--- config.mk ---
export PLATFORM = sky130hd
export DESIGN_NAME = osd_ctm_trace_decoder_flat
export DESIGN_NICKNAME = d
export VERILOG_FILES = /design/src/rtl/osd_ctm_trace_decoder_pkg.sv /design/src/rtl/osd_ctm_trace_decoder_if.sv /design/src/rtl/osd_ctm_rec_fifo.sv /design/src/rtl/osd_ctm_trace_decoder.sv /design/src/flat_wrapper.sv
export SDC_FILE = /design/constraint.sdc
export NUM_CORES = 1
export LEC_CHECK = 0
export BUFFER_PORTS_ARGS = -buffer_cell sky130_fd_sc_hd__buf_2
export CAP_MARGIN = 30
export CELL_PAD_IN_SITES_DETAIL_PLACEMENT = 2
export CELL_PAD_IN_SITES_GLOBAL_PLACEMENT = 2
export CORE_ASPECT_RATIO = 0.8
export CORE_MARGIN = 4
export CORE_UTILIZATION = 35
export DETAILED_ROUTE_END_ITERATION = 6
export GPL_ROUTABILITY_DRIVEN = 0
export PLACE_DENSITY = 0.72
export SYNTH_ARGS = -nofsm -noshare
export SYNTH_HDL_FRONTEND = slang
export SYNTH_HIERARCHICAL = 1
export SYNTH_SLANG_ARGS = --single-unit
--- constraint.sdc ---
create_clock -name clk -period 2.6 [get_ports clk]
set_clock_uncertainty 0.2 [all_clocks]
set_input_delay 0.52 -clock clk [delete_from_list [all_inputs] [get_ports clk]]
set_output_delay 0.52 -clock clk [all_outputs]
set_load 0.005 [all_outputs]
--- src/rtl/osd_ctm_trace_decoder_pkg.sv ---
// Shared types and constants for the CTM trace-event decoder: DII flit, trace record,
// header codes and flag bit positions.
package ctm_dec_package;

    typedef struct packed {
        logic [15:0] data;
        logic        valid;
        logic        last;
    } dii_flit;

    // 'time' is a reserved word, so the timestamp field is time_stamp.
    typedef struct packed {
        logic [31:0] time_stamp;
        logic [31:0] npc;
        logic [31:0] pc;
        logic [7:0]  flags;
    } ctm_trace_rec_t;

    localparam logic [1:0]  TYPE_EVENT          = 2'b10;
    localparam logic [3:0]  SUB_TRACE           = 4'h0;
    localparam logic [3:0]  SUB_OVF             = 4'h5;
    localparam int unsigned TRACE_PAYLOAD_FLITS = 7;

    localparam int unsigned FLAG_JAL      = 0;
    localparam int unsigned FLAG_JALR     = 1;
    localparam int unsigned FLAG_BRANCH   = 2;
    localparam int unsigned FLAG_BR_TAKEN = 3;
    localparam int unsigned FLAG_XCPT     = 4;
    localparam int unsigned FLAG_TRAP     = 5;
    localparam int unsigned FLAG_PRV_LO   = 6;

    typedef enum logic [2:0] {
        StDest,
        StSrc,
        StHdr,
        StPayload,
        StDrop
    } dec_state_e;

endpackage

--- src/rtl/osd_ctm_trace_decoder_if.sv ---
// Flit input and trace-record output bundle of the CTM trace decoder.
interface osd_ctm_trace_decoder_if;
    import ctm_dec_package::*;

    dii_flit        debug_in;
    logic           debug_in_ready;
    logic           rec_valid;
    logic           rec_ready;
    ctm_trace_rec_t rec;

    modport master (
        output debug_in,
        input  debug_in_ready,
        input  rec_valid,
        output rec_ready,
        input  rec
    );

    modport slave (
        input  debug_in,
        output debug_in_ready,
        output rec_valid,
        input  rec_ready,
        output rec
    );
endinterface

--- src/rtl/osd_ctm_rec_fifo.sv ---
// Synchronous FIFO of trace records; output is read from registered storage so a
// written record becomes visible the cycle after the push.
module osd_ctm_rec_fifo
    import ctm_dec_package::*;
#(
    parameter int unsigned FIFO_DEPTH = 4
) (
    input  logic           clk,
    input  logic           rst_n,
    input  logic           push_i,
    input  ctm_trace_rec_t wdata_i,
    input  logic           pop_i,
    output ctm_trace_rec_t rdata_o,
    output logic           full_o,
    output logic           empty_o
);
    localparam int unsigned AW = $clog2(FIFO_DEPTH);
    localparam logic [AW:0] FULL_CNT = (AW + 1)'(FIFO_DEPTH);

    ctm_trace_rec_t mem_q [FIFO_DEPTH];
    logic [AW-1:0]  wptr_q, rptr_q;
    logic [AW:0]    cnt_q;
    logic           do_push, do_pop;

    assign full_o  = (cnt_q == FULL_CNT);
    assign empty_o = (cnt_q == '0);
    assign do_pop  = pop_i && !empty_o;
    // A pop in the same cycle frees the slot a full FIFO needs for the push.
    assign do_push = push_i && (!full_o || do_pop);
    assign rdata_o = mem_q[rptr_q];

    always_ff @(posedge clk or negedge rst_n) begin
        if (!rst_n) begin
            for (int i = 0; i < FIFO_DEPTH; i++) mem_q[i] <= '0;
            wptr_q <= '0;
            rptr_q <= '0;
            cnt_q  <= '0;
        end else begin
            if (do_push) begin
                mem_q[wptr_q] <= wdata_i;
                wptr_q        <= wptr_q + 1'b1;
            end
            if (do_pop) rptr_q <= rptr_q + 1'b1;
            if (do_push && !do_pop) begin
                cnt_q <= cnt_q + 1'b1;
            end else if (!do_push && do_pop) begin
                cnt_q <= cnt_q - 1'b1;
            end
        end
    end
endmodule

--- src/rtl/osd_ctm_trace_decoder.sv ---
// Reassembles CTM trace-event DII packets addressed to id_i into trace records.
// Define OSD_CTM_DEC_OVERFLOW_EN to decode overflow packets into lost_events_o.
module osd_ctm_trace_decoder
    import ctm_dec_package::*;
#(
    parameter int unsigned FIFO_DEPTH = 4,
    parameter int unsigned ERR_W      = 8
) (
    input  logic                    clk,
    input  logic                    rst_n,
    input  logic [15:0]             id_i,
    osd_ctm_trace_decoder_if.slave  bus,
    output logic [ERR_W-1:0]        err_cnt_o,
    output logic [15:0]             lost_events_o
);
    localparam logic [2:0] LAST_IDX = 3'(TRACE_PAYLOAD_FLITS - 1);

    dec_state_e     state_q;
    logic [2:0]     idx_q;
    logic           ovf_q;
    logic [15:0]    shadow_q [TRACE_PAYLOAD_FLITS-1];
    logic [ERR_W-1:0] err_q;
    logic [15:0]    lost_q;

    logic           fifo_full, fifo_empty, pop, acc, push;
    logic [15:0]    din;
    ctm_trace_rec_t push_rec;

    function automatic logic [ERR_W-1:0] err_sat_inc(input logic [ERR_W-1:0] v);
        return (&v) ? v : v + 1'b1;
    endfunction

    assign din  = bus.debug_in.data;
    assign pop  = bus.rec_ready && !fifo_empty;
    assign bus.debug_in_ready = !(state_q == StPayload && idx_q == LAST_IDX && fifo_full && !pop);
    assign acc  = bus.debug_in.valid && bus.debug_in_ready;
    assign push = acc && state_q == StPayload && !ovf_q && idx_q == LAST_IDX
                  && bus.debug_in.last;
    assign push_rec = '{time_stamp: {shadow_q[1], shadow_q[0]},
                        npc:        {shadow_q[3], shadow_q[2]},
                        pc:         {shadow_q[5], shadow_q[4]},
                        flags:      din[7:0]};

`ifdef OSD_CTM_DEC_OVERFLOW_EN
    logic [16:0] lost_sum;
    assign lost_sum = {1'b0, lost_q} + {1'b0, din};
`endif

    always_ff @(posedge clk or negedge rst_n) begin
        if (!rst_n) begin
            state_q <= StDest;
            idx_q   <= '0;
            ovf_q   <= 1'b0;
            err_q   <= '0;
            lost_q  <= '0;
            for (int i = 0; i < TRACE_PAYLOAD_FLITS - 1; i++) shadow_q[i] <= '0;
        end else if (acc) begin
            unique case (state_q)
                StDest: begin
                    if (bus.debug_in.last) begin
                        err_q <= err_sat_inc(err_q);
                    end else if (din != id_i) begin
                        state_q <= StDrop;
                    end else begin
                        state_q <= StSrc;
                    end
                end
                StSrc: begin
                    if (bus.debug_in.last) begin
                        err_q   <= err_sat_inc(err_q);
                        state_q <= StDest;
                    end else begin
                        state_q <= StHdr;
                    end
                end
                StHdr: begin
                    idx_q <= '0;
                    if (bus.debug_in.last) begin
                        err_q   <= err_sat_inc(err_q);
                        state_q <= StDest;
                    end else if (din[15:14] == TYPE_EVENT && din[13:10] == SUB_TRACE) begin
                        ovf_q   <= 1'b0;
                        state_q <= StPayload;
`ifdef OSD_CTM_DEC_OVERFLOW_EN
                    end else if (din[15:14] == TYPE_EVENT && din[13:10] == SUB_OVF) begin
                        ovf_q   <= 1'b1;
                        state_q <= StPayload;
`endif
                    end else begin
                        err_q   <= err_sat_inc(err_q);
                        state_q <= StDrop;
                    end
                end
                StPayload: begin
                    if (ovf_q) begin
                        if (bus.debug_in.last) begin
`ifdef OSD_CTM_DEC_OVERFLOW_EN
                            lost_q <= lost_sum[16] ? 16'hFFFF : lost_sum[15:0];
`endif
                            state_q <= StDest;
                        end else begin
                            err_q   <= err_sat_inc(err_q);
                            state_q <= StDrop;
                        end
                    end else if (idx_q == LAST_IDX) begin
                        // Record push itself happens combinationally via 'push'.
                        if (!bus.debug_in.last) err_q <= err_sat_inc(err_q);
                        state_q <= bus.debug_in.last ? StDest : StDrop;
                    end else begin
                        shadow_q[idx_q] <= din;
                        if (bus.debug_in.last) begin
                            err_q   <= err_sat_inc(err_q);
                            state_q <= StDest;
                        end else begin
                            idx_q <= idx_q + 1'b1;
                        end
                    end
                end
                StDrop: begin
                    if (bus.debug_in.last) state_q <= StDest;
                end
                default: state_q <= StDest;
            endcase
        end
    end

    osd_ctm_rec_fifo #(
        .FIFO_DEPTH (FIFO_DEPTH)
    ) u_fifo (
        .clk     (clk),
        .rst_n   (rst_n),
        .push_i  (push),
        .wdata_i (push_rec),
        .pop_i   (bus.rec_ready),
        .rdata_o (bus.rec),
        .full_o  (fifo_full),
        .empty_o (fifo_empty)
    );

    assign bus.rec_valid = !fifo_empty;
    assign err_cnt_o     = err_q;
`ifdef OSD_CTM_DEC_OVERFLOW_EN
    assign lost_events_o = lost_q;
`else
    assign lost_events_o = 16'h0;
`endif
endmodule

--- src/flat_wrapper.sv ---
// flat-port wrapper written by rule: the top's interface ports become plain ports
module osd_ctm_trace_decoder_flat import ctm_dec_package::*;
#(
    parameter int unsigned FIFO_DEPTH = 4,
    parameter int unsigned ERR_W      = 8
)
  (clk, rst_n, id_i, err_cnt_o, lost_events_o, bus_debug_in, bus_debug_in_ready, bus_rec_valid, bus_rec_ready, bus_rec);
  osd_ctm_trace_decoder_if bus_i ();
  input  logic clk;
  input  logic rst_n;
  input  logic [15:0] id_i;
  output logic [ERR_W-1:0] err_cnt_o;
  output logic [15:0] lost_events_o;
  input wire logic [$bits(bus_i.debug_in)-1:0] bus_debug_in;
  output wire logic [$bits(bus_i.debug_in_ready)-1:0] bus_debug_in_ready;
  output wire logic [$bits(bus_i.rec_valid)-1:0] bus_rec_valid;
  input wire logic [$bits(bus_i.rec_ready)-1:0] bus_rec_ready;
  output wire logic [$bits(bus_i.rec)-1:0] bus_rec;
  assign bus_i.debug_in = bus_debug_in;
  assign bus_debug_in_ready = bus_i.debug_in_ready;
  assign bus_rec_valid = bus_i.rec_valid;
  assign bus_i.rec_ready = bus_rec_ready;
  assign bus_rec = bus_i.rec;
  osd_ctm_trace_decoder #(.FIFO_DEPTH(FIFO_DEPTH), .ERR_W(ERR_W)) u_core (.clk(clk), .rst_n(rst_n), .id_i(id_i), .bus(bus_i), .err_cnt_o(err_cnt_o), .lost_events_o(lost_events_o));
endmodule
==> run summary <==
## Clock network
* **CTS sink cnt** 533
* **CTS tree** yes
* **Inserted Clock Buffers** 55
* **H-Tree Depth** 2
* **clock slew at the register clock pins of the worst setup and hold paths** 0.07 ns
* **source-to-sink clock delay at the later pin of the worst-skew pair** 0.62 ns
* **maximum clock insertion buffer count** 3
* **clock root cell** sky130_fd_sc_hd__clkbuf_16

## Detailed routing
* **DRC violations left** 0
* **drt first pass iters** 4
* **Routed Wire Length** 75700 µm
* **WL per Instance** 28.9 µm
* **number of violations reported at the end of detailed-routing iteration 0** 667
* **number of routed nets with antenna violations** 0
* **DR vias** 13800
* **mean number of vias per cell** 5.24

## Yosys
* **biggest area consumer among synthesized cells** sky130_fd_sc_hd__dfrtp_1
* **Yosys Warn Count** 6
* **number of cells produced by synthesis** 1399
* **top area cells in the synthesized netlist** sky130_fd_sc_hd__dfrtp_1, sky130_fd_sc_hd__mux2_2, sky130_fd_sc_hd__mux4_2, sky130_fd_sc_hd__buf_6, sky130_fd_sc_hd__buf_2
* **share of the yosys chip area belonging to registers** 57.4%
* **Mapped Area** 23300 µm²
* **flip-flop cell with the highest count after synthesis** sky130_fd_sc_hd__dfrtp_1
* **flip-flop and latch count after synthesis** 533
* **post-synthesis async set-or-reset flop share** 100%
* **library cells used by synthesis** 57
* **number of enable-type register cells in the synthesized netlist** 0
* **Synth Area per Inst** 16.6 µm²
* **top cell type's share of synthesized area** 57.4%

## Timing
* **minimum hold slack** 0.152 ns
* **clock period minus worst slack** 2.94 ns
* **f_max** 340 MHz
* **setup violators final** 243
* **worst-case headroom to the max-slew limit** 57.7%
* **pin slew with the least headroom to its limit** 0.629 ns
* **final critical-path share of the clock period** 113%
* **final hold viol count** 0
* **setup slack of the critical path after layout** -0.341 ns
* **unrepaired setup endpoints after global routing** yes
* **max-slew violation count** 0

## Floorplanning
* **IO Count** 167
* **die boundary height** 239 µm
* **starting density of the core** 35.3%
* **area of the die** 70700 µm²
* **number of cell rows** 84
* **die extent in x** 296 µm
* **CORE AREA** 65800 µm²

## Global routing
* **pin count of the biggest net entering global routing** 74
* **global-route wire length before repair** 103000 µm
* **antenna violations before repair** 8
* **Total GRT Usage** 19.4%
* **number of global-route vias before repair** 15500
* **overall overflow remaining after global route** 0

## Critical path
* **type of origin of the critical path** flip-flop
* **Required @ worst endpoint** 1.88 ns
* **end of the worst register-to-register path** u_core/u_fifo/mem_q[409]
* **worst reg2reg path depth** 13
* **slowest stage cell, crit path** sky130_fd_sc_hd__mux4_2
* **critical path fanouts, max** 13
* **crit-path most repeated cell** sky130_fd_sc_hd__buf_12
* **data arrival time at the worst-slack endpoint** 2.22 ns
* **number of buffer and inverter stages on the critical path** 3
* **Levels on crit path** 4
* **family with the most delay on the worst path** multiplexers
* **cell chain of the critical path** buf_12, buf_12, mux4_2, buf_2
* **worst stage delay on the critical path** 0.61 ns
* **setup slack on the worst flop-to-flop path** -0.09 ns
* **R2R Path Start** u_core/u_fifo/cnt_q[1]
* **critical path start-end classification** flip-flop to output port
* **critical path capture point type** output port

## Place
* **Setup WS pre-CTS** -0.151 ns
* **Post-DP HPWL** 44400 µm
* **number of buffer cells added on primary ports** 150

## Final layout
* **fraction of layout cells with a size suffix above 1** 62.0%
* **Area growth, synth to finish** 27.7%
* **end-of-flow core utilization** 45.1%
* **Post-layout nets** 1763

## Pwr
* **Max IR drop VDD** 0.000348 V
* **total chip power** 20.3 mW
* **leakage component of the power** 14.4 nW
* **total power divided by cell area** 684 nW/µm²

## Min path
* **depth of the worst hold-timing path** 4
* **worst hold path endpoint** u_core/u_fifo/rptr_q[1]
* **worst hold path startpoint** bus_rec_ready
* **class of the tightest hold or removal check** input pin to flip-flop

## Outcome
* **violated checks** negative setup slack
* **outcome** finished with violations

## Run
* **maximum capacitance violations** 0

## through the flow
stage | instance area (µm²) | std cells | TNS [ns]
after global routing | 29700 | 2620 | -74.30
final | 29700 | 2622 | -29.82
after CTS | 28300 | 2563 | -29.55
after floorplan | 23400 | 1414 | 0
after detailed placement | 26100 | 2446 | -0.260
after global placement | 26100 | 2446 | -0.0827
## cell usage in the layout (no fill, tap or decap), types with 6 or more instances in the layout
master,n
sky130_fd_sc_hd__conb_1,16
sky130_fd_sc_hd__buf_2,125
sky130_fd_sc_hd__clkbuf_1,10
sky130_fd_sc_hd__nor2_1,10
sky130_fd_sc_hd__clkbuf_8,19
sky130_fd_sc_hd__mux4_2,104
sky130_fd_sc_hd__dfrtp_1,529
sky130_fd_sc_hd__buf_16,7
sky130_fd_sc_hd__ha_1,6
sky130_fd_sc_hd__inv_1,6
sky130_fd_sc_hd__mux2_4,27
sky130_fd_sc_hd__buf_12,57
sky130_fd_sc_hd__mux2_2,489
sky130_fd_sc_hd__buf_4,77
sky130_fd_sc_hd__buf_8,8
sky130_fd_sc_hd__xnor2_1,22
sky130_fd_sc_hd__nand2_1,14
sky130_fd_sc_hd__buf_6,43
sky130_fd_sc_hd__clkbuf_16,86
## timing repair
item                                    CTS  global route
endpoints found under the setup margin  105           496
resized for setup                        27           102
pin swaps                                 3             9
setup buffers                            11            32
hold buffers                              1             0
endpoints found under the hold margin    36             0
cloned                                    5            29
## power breakdown
group | total [mW] | switching, mW | internal [mW]
Sequential | 8.58 | 0.167 | 8.42
Clock | 8.20 | 3.45 | 4.75
Combinational | 3.54 | 1.80 | 1.74
Total | 20.3 | 5.41 | 14.9
## per-layer routing
| layer | wire length (µm) | global-route usage (%) | share of wire, % |
|---|---|---|---|
| met5 | 13 | 0 | 0.017 |
| met4 | 2090 | 4.53 | 2.8 |
| met3 | 2890 | 2.55 | 3.8 |
| met2 | 38400 | 34.0 | 51 |
| met1 | 32300 | 26.0 | 43 |
## cell type report
cell class              instances  area [µm²]
fillers                      6165       36100
flip-flops and latches        533       13300
multi-input cells             772        9490
repair buffers                347        3880
clock buffers                  86        1730
well taps                     860        1080
clock inverters                14         151
inverters                       8        32.5
diodes                          2        5.00
## Yosys cell counts, drive strengths merged (2+ instances only)
cell type / number
clkbuf: 12
nor3: 4
inv: 8
nand3: 6
nor2: 15
dfrtp: 533
nand4: 6
nand2b: 5
or3: 2
a22o: 3
mux2: 518
nand2: 20
or2: 2
buf: 89
nand3b: 2
a21oi: 2
o21ai: 2
nor4: 6
xnor2: 22
nor3b: 2
xor2: 4
mux4: 104
ha: 8
nor4b: 2
nor2b: 2
## worst max path at each step
stage	from	endpoint
after floorplan	u_core/idx_q[0]	u_core/u_fifo/cnt_q[1]
after global placement	bus_debug_in[13]	u_core/err_cnt_o[1]
after detailed placement	bus_debug_in[13]	u_core/err_cnt_o[1]
after CTS	u_core/u_fifo/rptr_q[0]	bus_rec[97]
after global routing	u_core/u_fifo/rptr_q[0]	bus_rec[91]
final	u_core/u_fifo/rptr_q[0]	bus_rec[91]
## flip-flops by register name (all words and copies together), names as in the netlist
register and flops:
u_core/u_fifo/mem_q 416, u_core/push_rec 96, u_core/err_cnt_o 8, u_core/idx_q 3, u_core/state_q 3, u_core/u_fifo/cnt_q 3, u_core/u_fifo/rptr_q 2, u_core/u_fifo/wptr_q 2
## worst register-to-register path: stages, from the launching register on
cell and delay [ns]:
sky130_fd_sc_hd__dfrtp_2 0.45, sky130_fd_sc_hd__nor3b_4 0.23, sky130_fd_sc_hd__nand4_4 0.12, sky130_fd_sc_hd__buf_6 0.15
sky130_fd_sc_hd__o31ai_4 0.25, sky130_fd_sc_hd__nor3_4 0.07, sky130_fd_sc_hd__buf_6 0.15, sky130_fd_sc_hd__nand2_4 0.07
sky130_fd_sc_hd__nor2_4 0.05, sky130_fd_sc_hd__buf_12 0.14, sky130_fd_sc_hd__buf_12 0.13, sky130_fd_sc_hd__clkbuf_16 0.15
sky130_fd_sc_hd__buf_6 0.12, sky130_fd_sc_hd__mux2_2 0.27
## cell families after synthesis
| logic type | share of synthesized area, % |
|---|---|
| AND/OR/NAND/NOR | 2.10 |
| flip-flops | 57.4 |
| other | 0.0161 |
| multiplexers | 35.2 |
| adder cells (fa/ha/maj) | 0.517 |
| AO/OA/AOI/OAI | 0.646 |
| XOR/XNOR | 0.979 |
| buffers and inverters | 3.19 |
(Power assumes the default switching activity.)
